**src/rtl/seg_scan_ctrl.sv**
```systemverilog
// -----------------------------------------------------------------------------
// seg_scan_ctrl
//
// Time-multiplexed scan controller for a bank of common-anode 7-segment digits
// that share one hex-to-segment decoder. A double-buffered display word is held
// internally: loads land in the pending buffer, and the pending buffer is copied
// into the active buffer only at a frame boundary, so a frame never tears.
//
// Each digit owns a slot of CLK_DIV cycles. A slot opens with BLANK_CYC cycles
// in which every anode is off while the decoder input already shows the slot's
// nibble. The anode is then enabled for the rest of the slot if that digit is
// enabled. Disabled digits still consume their slot.
//
// Every output comes straight from a flop. The output flops are loaded from the
// next-state values of cnt/idx/active, so in any cycle the outputs describe the
// cnt/idx held in the registers during that same cycle.
//
// Ports
//   clk         in   1             system clock, rising edge
//   rst         in   1             asynchronous active-high reset
//   load        in   1             1-cycle strobe, captures data_in/dp_in/en_in
//   data_in     in   4*NUM_DIGITS  nibble k = digit k value (digit 0 = LSBs)
//   dp_in       in   NUM_DIGITS    decimal point per digit, 1 = lit
//   en_in       in   NUM_DIGITS    digit enable per digit, 0 = kept dark
//   bin_data    out  4             nibble for the shared decoder
//   dp_n        out  1             decimal point, active-low
//   dig_sel_n   out  NUM_DIGITS    anode selects, active-low, one-hot or none
//   frame_tick  out  1             pulse on the last cycle of the last digit
// -----------------------------------------------------------------------------
module seg_scan_ctrl #(
    parameter int NUM_DIGITS = 4,
    parameter int CLK_DIV    = 50000,
    parameter int BLANK_CYC  = 16
) (
    input  logic                    clk,
    input  logic                    rst,
    input  logic                    load,
    input  logic [4*NUM_DIGITS-1:0] data_in,
    input  logic [NUM_DIGITS-1:0]   dp_in,
    input  logic [NUM_DIGITS-1:0]   en_in,
    output logic [3:0]              bin_data,
    output logic                    dp_n,
    output logic [NUM_DIGITS-1:0]   dig_sel_n,
    output logic                    frame_tick
);

    localparam int CNT_W = (CLK_DIV > 1) ? $clog2(CLK_DIV) : 1;
    localparam int IDX_W = (NUM_DIGITS > 1) ? $clog2(NUM_DIGITS) : 1;

    localparam logic [CNT_W-1:0] CNT_LAST  = CNT_W'(CLK_DIV - 1);
    localparam logic [IDX_W-1:0] IDX_LAST  = IDX_W'(NUM_DIGITS - 1);
    localparam logic [CNT_W-1:0] BLANK_END = CNT_W'(BLANK_CYC);

    typedef enum logic {
        PH_BLANK = 1'b0,
        PH_DRIVE = 1'b1
    } phase_t;

    // scan position
    logic [CNT_W-1:0]        r_cnt;
    logic [IDX_W-1:0]        r_idx;

    // display buffers
    logic [4*NUM_DIGITS-1:0] r_pend_data;
    logic [NUM_DIGITS-1:0]   r_pend_dp;
    logic [NUM_DIGITS-1:0]   r_pend_en;
    logic [4*NUM_DIGITS-1:0] r_act_data;
    logic [NUM_DIGITS-1:0]   r_act_dp;
    logic [NUM_DIGITS-1:0]   r_act_en;

    // output flops
    logic [3:0]              r_bin_data;
    logic                    r_dp_n;
    logic [NUM_DIGITS-1:0]   r_dig_sel_n;
    logic                    r_frame_tick;

    // next-state values
    logic                    w_slot_end;
    logic                    w_frame_end;
    logic [CNT_W-1:0]        w_cnt_next;
    logic [IDX_W-1:0]        w_idx_next;
    logic [4*NUM_DIGITS-1:0] w_pend_data_next;
    logic [NUM_DIGITS-1:0]   w_pend_dp_next;
    logic [NUM_DIGITS-1:0]   w_pend_en_next;
    logic [4*NUM_DIGITS-1:0] w_act_data_next;
    logic [NUM_DIGITS-1:0]   w_act_dp_next;
    logic [NUM_DIGITS-1:0]   w_act_en_next;
    phase_t                  w_phase_next;
    logic [3:0]              w_bin_next;
    logic                    w_dp_n_next;
    logic [NUM_DIGITS-1:0]   w_sel_next;
    logic                    w_tick_next;

    // Counter, digit index and buffer transfer.
    always_comb begin
        w_slot_end  = (r_cnt == CNT_LAST);
        w_frame_end = w_slot_end && (r_idx == IDX_LAST);

        w_cnt_next = w_slot_end ? '0 : r_cnt + CNT_W'(1);

        w_idx_next = r_idx;
        if (w_slot_end) begin
            w_idx_next = (r_idx == IDX_LAST) ? '0 : r_idx + IDX_W'(1);
        end

        w_pend_data_next = r_pend_data;
        w_pend_dp_next   = r_pend_dp;
        w_pend_en_next   = r_pend_en;
        if (load) begin
            w_pend_data_next = data_in;
            w_pend_dp_next   = dp_in;
            w_pend_en_next   = en_in;
        end

        // Taking the post-load pending value means a load on the boundary
        // cycle goes straight to the display.
        w_act_data_next = r_act_data;
        w_act_dp_next   = r_act_dp;
        w_act_en_next   = r_act_en;
        if (w_frame_end) begin
            w_act_data_next = w_pend_data_next;
            w_act_dp_next   = w_pend_dp_next;
            w_act_en_next   = w_pend_en_next;
        end
    end

    // Output values for the next cycle, derived from the next scan position.
    always_comb begin
        w_phase_next = (w_cnt_next < BLANK_END) ? PH_BLANK : PH_DRIVE;
        w_bin_next   = '0;
        w_dp_n_next  = 1'b1;
        w_sel_next   = '1;
        for (int k = 0; k < NUM_DIGITS; k++) begin
            if (w_idx_next == IDX_W'(k)) begin
                // Nibble and dp are presented for the whole slot so the
                // decoder has settled before the anode turns on.
                w_bin_next  = w_act_data_next[4*k +: 4];
                w_dp_n_next = ~w_act_dp_next[k];
                if ((w_phase_next == PH_DRIVE) && w_act_en_next[k]) begin
                    w_sel_next[k] = 1'b0;
                end
            end
        end
        w_tick_next = (w_cnt_next == CNT_LAST) && (w_idx_next == IDX_LAST);
    end

    always_ff @(posedge clk or posedge rst) begin
        if (rst) begin
            r_cnt        <= '0;
            r_idx        <= '0;
            r_pend_data  <= '0;
            r_pend_dp    <= '0;
            r_pend_en    <= '0;
            r_act_data   <= '0;
            r_act_dp     <= '0;
            r_act_en     <= '0;
            r_bin_data   <= '0;
            r_dp_n       <= 1'b1;
            r_dig_sel_n  <= '1;
            r_frame_tick <= 1'b0;
        end else begin
            r_cnt        <= w_cnt_next;
            r_idx        <= w_idx_next;
            r_pend_data  <= w_pend_data_next;
            r_pend_dp    <= w_pend_dp_next;
            r_pend_en    <= w_pend_en_next;
            r_act_data   <= w_act_data_next;
            r_act_dp     <= w_act_dp_next;
            r_act_en     <= w_act_en_next;
            r_bin_data   <= w_bin_next;
            r_dp_n       <= w_dp_n_next;
            r_dig_sel_n  <= w_sel_next;
            r_frame_tick <= w_tick_next;
        end
    end

    assign bin_data   = r_bin_data;
    assign dp_n       = r_dp_n;
    assign dig_sel_n  = r_dig_sel_n;
    assign frame_tick = r_frame_tick;

endmodule

```
**config.mk**
```make
export PLATFORM = sky130hd
export DESIGN_NAME = seg_scan_ctrl
export DESIGN_NICKNAME = d
export VERILOG_FILES = /design/src/rtl/seg_scan_ctrl.sv
export SDC_FILE = /design/constraint.sdc
export NUM_CORES = 1
export LEC_CHECK = 0
export CORE_MARGIN = 5
export CORE_UTILIZATION = 35
export DETAILED_ROUTE_END_ITERATION = 16
export GPL_ROUTABILITY_DRIVEN = 0
export PLACE_DENSITY = 0.6
export RECOVER_POWER = 100
export REMOVE_ABC_BUFFERS = 1
export SLEW_MARGIN = 10
export SYNTH_ARGS = -nofsm -noshare
export SYNTH_HDL_FRONTEND = slang
export SYNTH_SLANG_ARGS = --single-unit
```
**constraint.sdc**
```tcl
create_clock -name clk -period 3.3 [get_ports clk]
set_input_delay 0.825 -clock clk [delete_from_list [all_inputs] [get_ports clk]]
set_output_delay 0.825 -clock clk [all_outputs]
set_load 0.05 [all_outputs]
```
## After elaboration in Yosys (flattened, before gate mapping)

Cells that the tools add are included.

| operators by class | value |
|---|---|
| $add $sub $neg | 2 |
| order comparisons | 1 |
| eq/ne operators | 6 |
| muxes and demuxes | 26 |
| bitwise operators | 4 |
| reduce and logical (&&, ||, !) cells | 7 |

Operators with widths:

| cell | number |
|---|---|
| $mux W16 | 3 |
| $eq A16 B16 Y1 const B | 2 |
| $mux W4 | 8 |
| $add A16 B1 Y16 const B | 1 |
| $lt A16 B5 Y1 const B | 1 |
| $mux W1 | 13 |
| $eq A2 B2 Y1 const B | 3 |
| $logic_and A1 B1 Y1 | 6 |
| $mux W2 | 2 |
| $not A1 Y1 | 4 |
| $add A2 B1 Y2 const B | 1 |
| $eq A2 B1 Y1 const B | 1 |
| $logic_not A2 Y1 | 1 |

| storage, ports and cells | value |
|---|---|
| register bits after elaboration | 76 |
| output and inout bits | 10 |
| word-level logic and storage cells | 58 |

## Longest topological paths before layout

| depth | value |
|---|---|
| depth in word-level cells | 8 |
| mapped depth | 8 |
| depth with buffers taken out | 7 |

## Least setup slack after synthesis

Ideal clock, no wire load.

| path | value |
|---|---|
| path kind | input to register |
| start point | in load |
| end point | reg r_bin_data[0], in the netlist bin_data[0] |
| library setup time | 0.130 ns |
| arrival | 2.252 ns |
| required time | 3.170 ns |
| setup slack | 0.918 ns |
| stages | 7 |
| buffers on the path | 3 |
| cell sequence | clkbuf_1 buf_2 buf_2 mux2_2 mux2_2 nand2_1 a31oi_1 |

| between the ends | value |
|---|---|
| elaborated cells on any way between the ends | 6 |
| those cells by class | 6 x mux |

RTL lines:

| element | RTL line | text |
|---|---|---|
| start: declaration | 37 | `input logic load,` |
| $mux W16 | 109 | `if (load) begin` |
| via w_pend_data_next[8] | 82 | `logic [4*NUM_DIGITS-1:0] w_pend_data_next;` |
| $mux W16 | 120 | `if (w_frame_end) begin` |
| via w_act_data_next[8] | 85 | `logic [4*NUM_DIGITS-1:0] w_act_data_next;` |
| $mux W4 (2 in a row) | 134 | `if (w_idx_next == IDX_W'(k)) begin` |
| via w_bin_next[0] | 89 | `logic [3:0] w_bin_next;` |
| end signal: assignment | 170 | `r_bin_data <= w_bin_next;` |
| end: declaration | 72 | `logic [3:0] r_bin_data;` |

The timed path passes the listed nets, and every way through them passes these cells.

## Worst setup path after layout

| path | value |
|---|---|
| start point | reg r_cnt[0] |
| end point | reg r_dig_sel_n[1], in the netlist dig_sel_n[1] |

| between the ends | value |
|---|---|
| word-level cells in the longest chain between the ends | 7 |
| elaborated cells on any way between the ends | 12 |
| those cells by class | 1 x add/sub; 1 x order compare; 2 x eq/ne; 6 x mux; 2 x reduce/logical |

RTL lines:

| element | RTL line | text |
|---|---|---|
| start: declaration | 60 | `logic [CNT_W-1:0] r_cnt;` |
| start signal: assignment | 162 | `r_cnt <= w_cnt_next;` |
| $add A16 B1 Y16 / $eq A16 B16 Y1 (equally long branches) | 99, 96 |  |
| $mux W16 | 99 | `w_cnt_next = w_slot_end ? '0 : r_cnt + CNT_W'(1);` |
| $lt A16 B5 Y1 | 129 | `w_phase_next = (w_cnt_next < BLANK_END) ? PH_BLANK : PH_DRIVE;` |
| $mux W1 | 129 |  |
| $logic_and A1 B1 Y1 | 139 | `if ((w_phase_next == PH_DRIVE) && w_act_en_next[k]) begin` |
| $mux W1 | 139 |  |
| $mux W1 * | 134 |  |
| via w_sel_next[1] | 91 | `logic [NUM_DIGITS-1:0] w_sel_next;` |
| end signal: assignment | 172 | `r_dig_sel_n <= w_sel_next;` |
| end: declaration | 74 | `logic [NUM_DIGITS-1:0] r_dig_sel_n;` |

Mark *: on every way through the listed nets, which the timed path passes. The rest lies on a longest branch.

==> results_dict.tcl <==
set metrics [dict create \
    run_status "finished clean" \
    insertion_delay_ns 0.35 \
    worst-path-stages 7 \
    post_cts_buffers 0 \
    syn_area_um2 3410 \
    min_period_ns 2.75 \
    area_growth_pct 19.8 \
    routed_via_density 4.86 \
    synth_top_area_share_pct 52.1 \
    die_width_um 109 \
    reg2reg_slack_ns 0.55 \
    fp.dieH_um 109 \
    ys_seq_elements 76 \
    cts_max_level 3 \
    cts.sinks 76 \
    fill_cells 938 \
    tightestPinTransition_ns 1.18 \
    ctsResizeCount 0 \
    synth.area.top_cells "dfrtp_1, mux2_2, dfstp_2" \
    power_leakage_nw 1.79 \
    cp-end-kind "flop" \
    core_um2 9640 \
    n_antenna_cell 0 \
    mostFrequentLayoutCell "dfrtp_1" \
    cpMaxStageDelayCell "nor4_1" \
    cpPeakStageDelay_ns 0.53 \
    grtUsageTotal_pct 12.1 \
    worstReg2RegStart "r_cnt[0]" \
    start_kind "flop" \
    drt-initial-drc-count 106 \
    post-route-period-util_pct 83.2 \
    final_cell_area_um2 4090 \
    skew_ns 0.00833 \
    synth_top_flop_cell "dfrtp_1" \
    whs_path_depth 2 \
    final_cell_mix "dfrtp_1, mux2_2, clkdlybuf4s50_1" \
    cts_tree "built" \
    numCtsBuffers 9 \
    ys_seq_area_share_pct 55.9 \
    clock.fmax_ghz 0.364 \
    initial_utilization_pct 35.4 \
    synth_edf_count 0 \
    syn_inst 269 \
    required_ns 3.58 \
    finalSetupViolCount 0 \
    core.rowCount 36 \
    slew_violations 0 \
    clk_pin_slew_ns 0.08 \
    hold_buffers 0 \
    grt_pass1_wl_um 11100 \
    nets 338 \
    grt_pass1_vias 2216 \
    yosysWarnings 0 \
    timing.rr.end "dig_sel_n[1]" \
    hp-class "flop to flop" \
    grt_max_degree 31 \
    crit_family "simple AND/OR/NAND/NOR gates" \
    min_from "r_act_en[3]" \
    grt_overflow 0 \
    dr.pass1.iters 4 \
    worstPathCellList "ha_1, and4b_1, and4_1, o211ai_1, nor4_1, a21bo_1, nand4_1" \
    min_to "r_act_en[3]" \
    hold_violations 0 \
    place_area_um2 3900 \
    postSynthAreaPerCell_um2 12.7 \
    maxCapViolCount 0 \
    crit_type "flop to flop" \
    port_buffers 36 \
    synth_cell_type_count 49 \
    clock_path_buffers 2 \
    setup_tns_ns 0 \
    total_power_mw 1.93 \
    async_reset_ff_share_pct 100 \
    postRouteAntennaNets 0 \
    design.die.area_um2 11800 \
    slew_headroom_pct 21.4 \
    io_pins 37 \
    dp_hpwl_um 4630 \
    rsz0062_at_grt "false" \
    arrival_ns 3.02 \
    cp_max_fo 11 \
    drive_gt1_share_pct 18.5 \
    drc_errors 0 \
    vias 2174 \
    avgRoutedWirePerCell_um 14.7 \
    ff2ff_path_depth 7 \
    cts-root-buf "clkbuf_8" \
    antenna_found_initial 0 \
    yosysTopAreaCell "dfrtp_1" \
    powerDensity_nw_per_um2 472 \
    irDropWorstVdd_mv 0.176 \
    routed_wl_um 6570 \
    crit_buf_inv 0 \
]
==> area by class of cell <==
| cell class | count | area [um^2] | area share [%] |
|---|---|---|---|
| timing repair buffer | 45 | 408 | 9.98 |
| inverter | 5 | 18.8 | 0.459 |
| sequential | 76 | 1910 | 46.7 |
| clock inverter | 5 | 82.6 | 2.02 |
| tap | 133 | 166 | 4.07 |
| clock buffer | 11 | 151 | 3.71 |
| multi-input combinational | 172 | 1350 | 33.0 |
==> per-layer routing <==
layer | wire (um) | share of wire (%) | global-route usage (%)
met5 | 0 | 0 | 0
met4 | 124 | 1.9 | 5.41
met3 | 283 | 4.3 | 2.66
met2 | 3050 | 46 | 18.4
met1 | 3110 | 47 | 16.4
==> cell usage after synthesis (2+ instances only) <==
cell type / count
o21ai_0: 7
nand4_1: 10
a211oi_1: 4
or3_1: 4
dfstp_2: 5
nor3_1: 4
ha_1: 2
dfrtp_1: 71
mux2i_1: 4
and4bb_2: 2
and2_1: 2
xnor2_1: 6
nand2_1: 16
mux2_2: 46
nor3b_1: 3
xor2_1: 7
buf_6: 4
nand3_1: 5
nor2_1: 12
a21oi_1: 6
buf_2: 9
nor4_1: 3
inv_1: 5
a31oi_1: 4
nor2b_1: 3
and3_1: 2
==> logic make-up (layout without fill, tap and decap cells) <==
logic type | after synthesis | after routing | share of synthesized area [%]
muxes | 51 | 51 | 16.8
AOI/OAI and AO/OA | 28 | 28 | 5.28
xor gates and xnor gates | 13 | 13 | 3.34
buffers and inverters | 21 | 66 | 3.63
and+or+nand+nor | 78 | 78 | 14.3
adders and majority gates | 2 | 2 | 0.734
DFF | 76 | 76 | 55.9
==> state kept, by name, indices dropped and copies added (netlist names) <==
signal,cells
r_act_data,16
r_cnt,16
r_pend_data,16
bin_data,4
dig_sel_n,4
r_act_dp,4
r_act_en,4
r_pend_dp,4
r_pend_en,4
r_idx,2
dp_n,1
frame_tick,1
==> power by group <==
part / internal (mW) / leakage [nW] / total (mW) / switching, mW
logic: 0.0679 / 0.727 / 0.136 / 0.0685
clock network: 0.470 / 0.120 / 0.805 / 0.335
registers: 0.978 / 0.941 / 0.989 / 0.0105
total: 1.52 / 1.79 / 1.93 / 0.414
==> through the flow <==
step	worst slack [ns]	hold WS, ns	cells	util [%]
floorplan	0.545	0.396	253	-
global placement	0.411	0.444	431	40.5
detailed placement	0.403	0.453	431	40.5
CTS	0.775	0.472	447	42.9
global route	0.332	0.498	447	42.4
finish	0.554	0.466	447	42.4
==> worst max-delay path by stage <==
stage | slack, ns | to | start
after global placement | 0.41 | dp_n | load
after global routing | 0.33 | dig_sel_n[1] | r_cnt[0]
after CTS | 0.78 | dp_n | load
after detailed placement | 0.40 | dp_n | load
after floorplan | 0.54 | bin_data[0] | rst
final | 0.55 | dig_sel_n[1] | r_cnt[0]
==> worst reg2reg max path: cells and delay by family, from the launching register on <==
family | cells | cell delay, ns
AO/OA/AOI/OAI | 2 | 0.52
adder cells (fa/ha/maj) | 1 | 0.25
flip-flops | 1 | 0.44
AND/OR/NAND/NOR | 4 | 1.48
(Power assumes the default switching activity.)
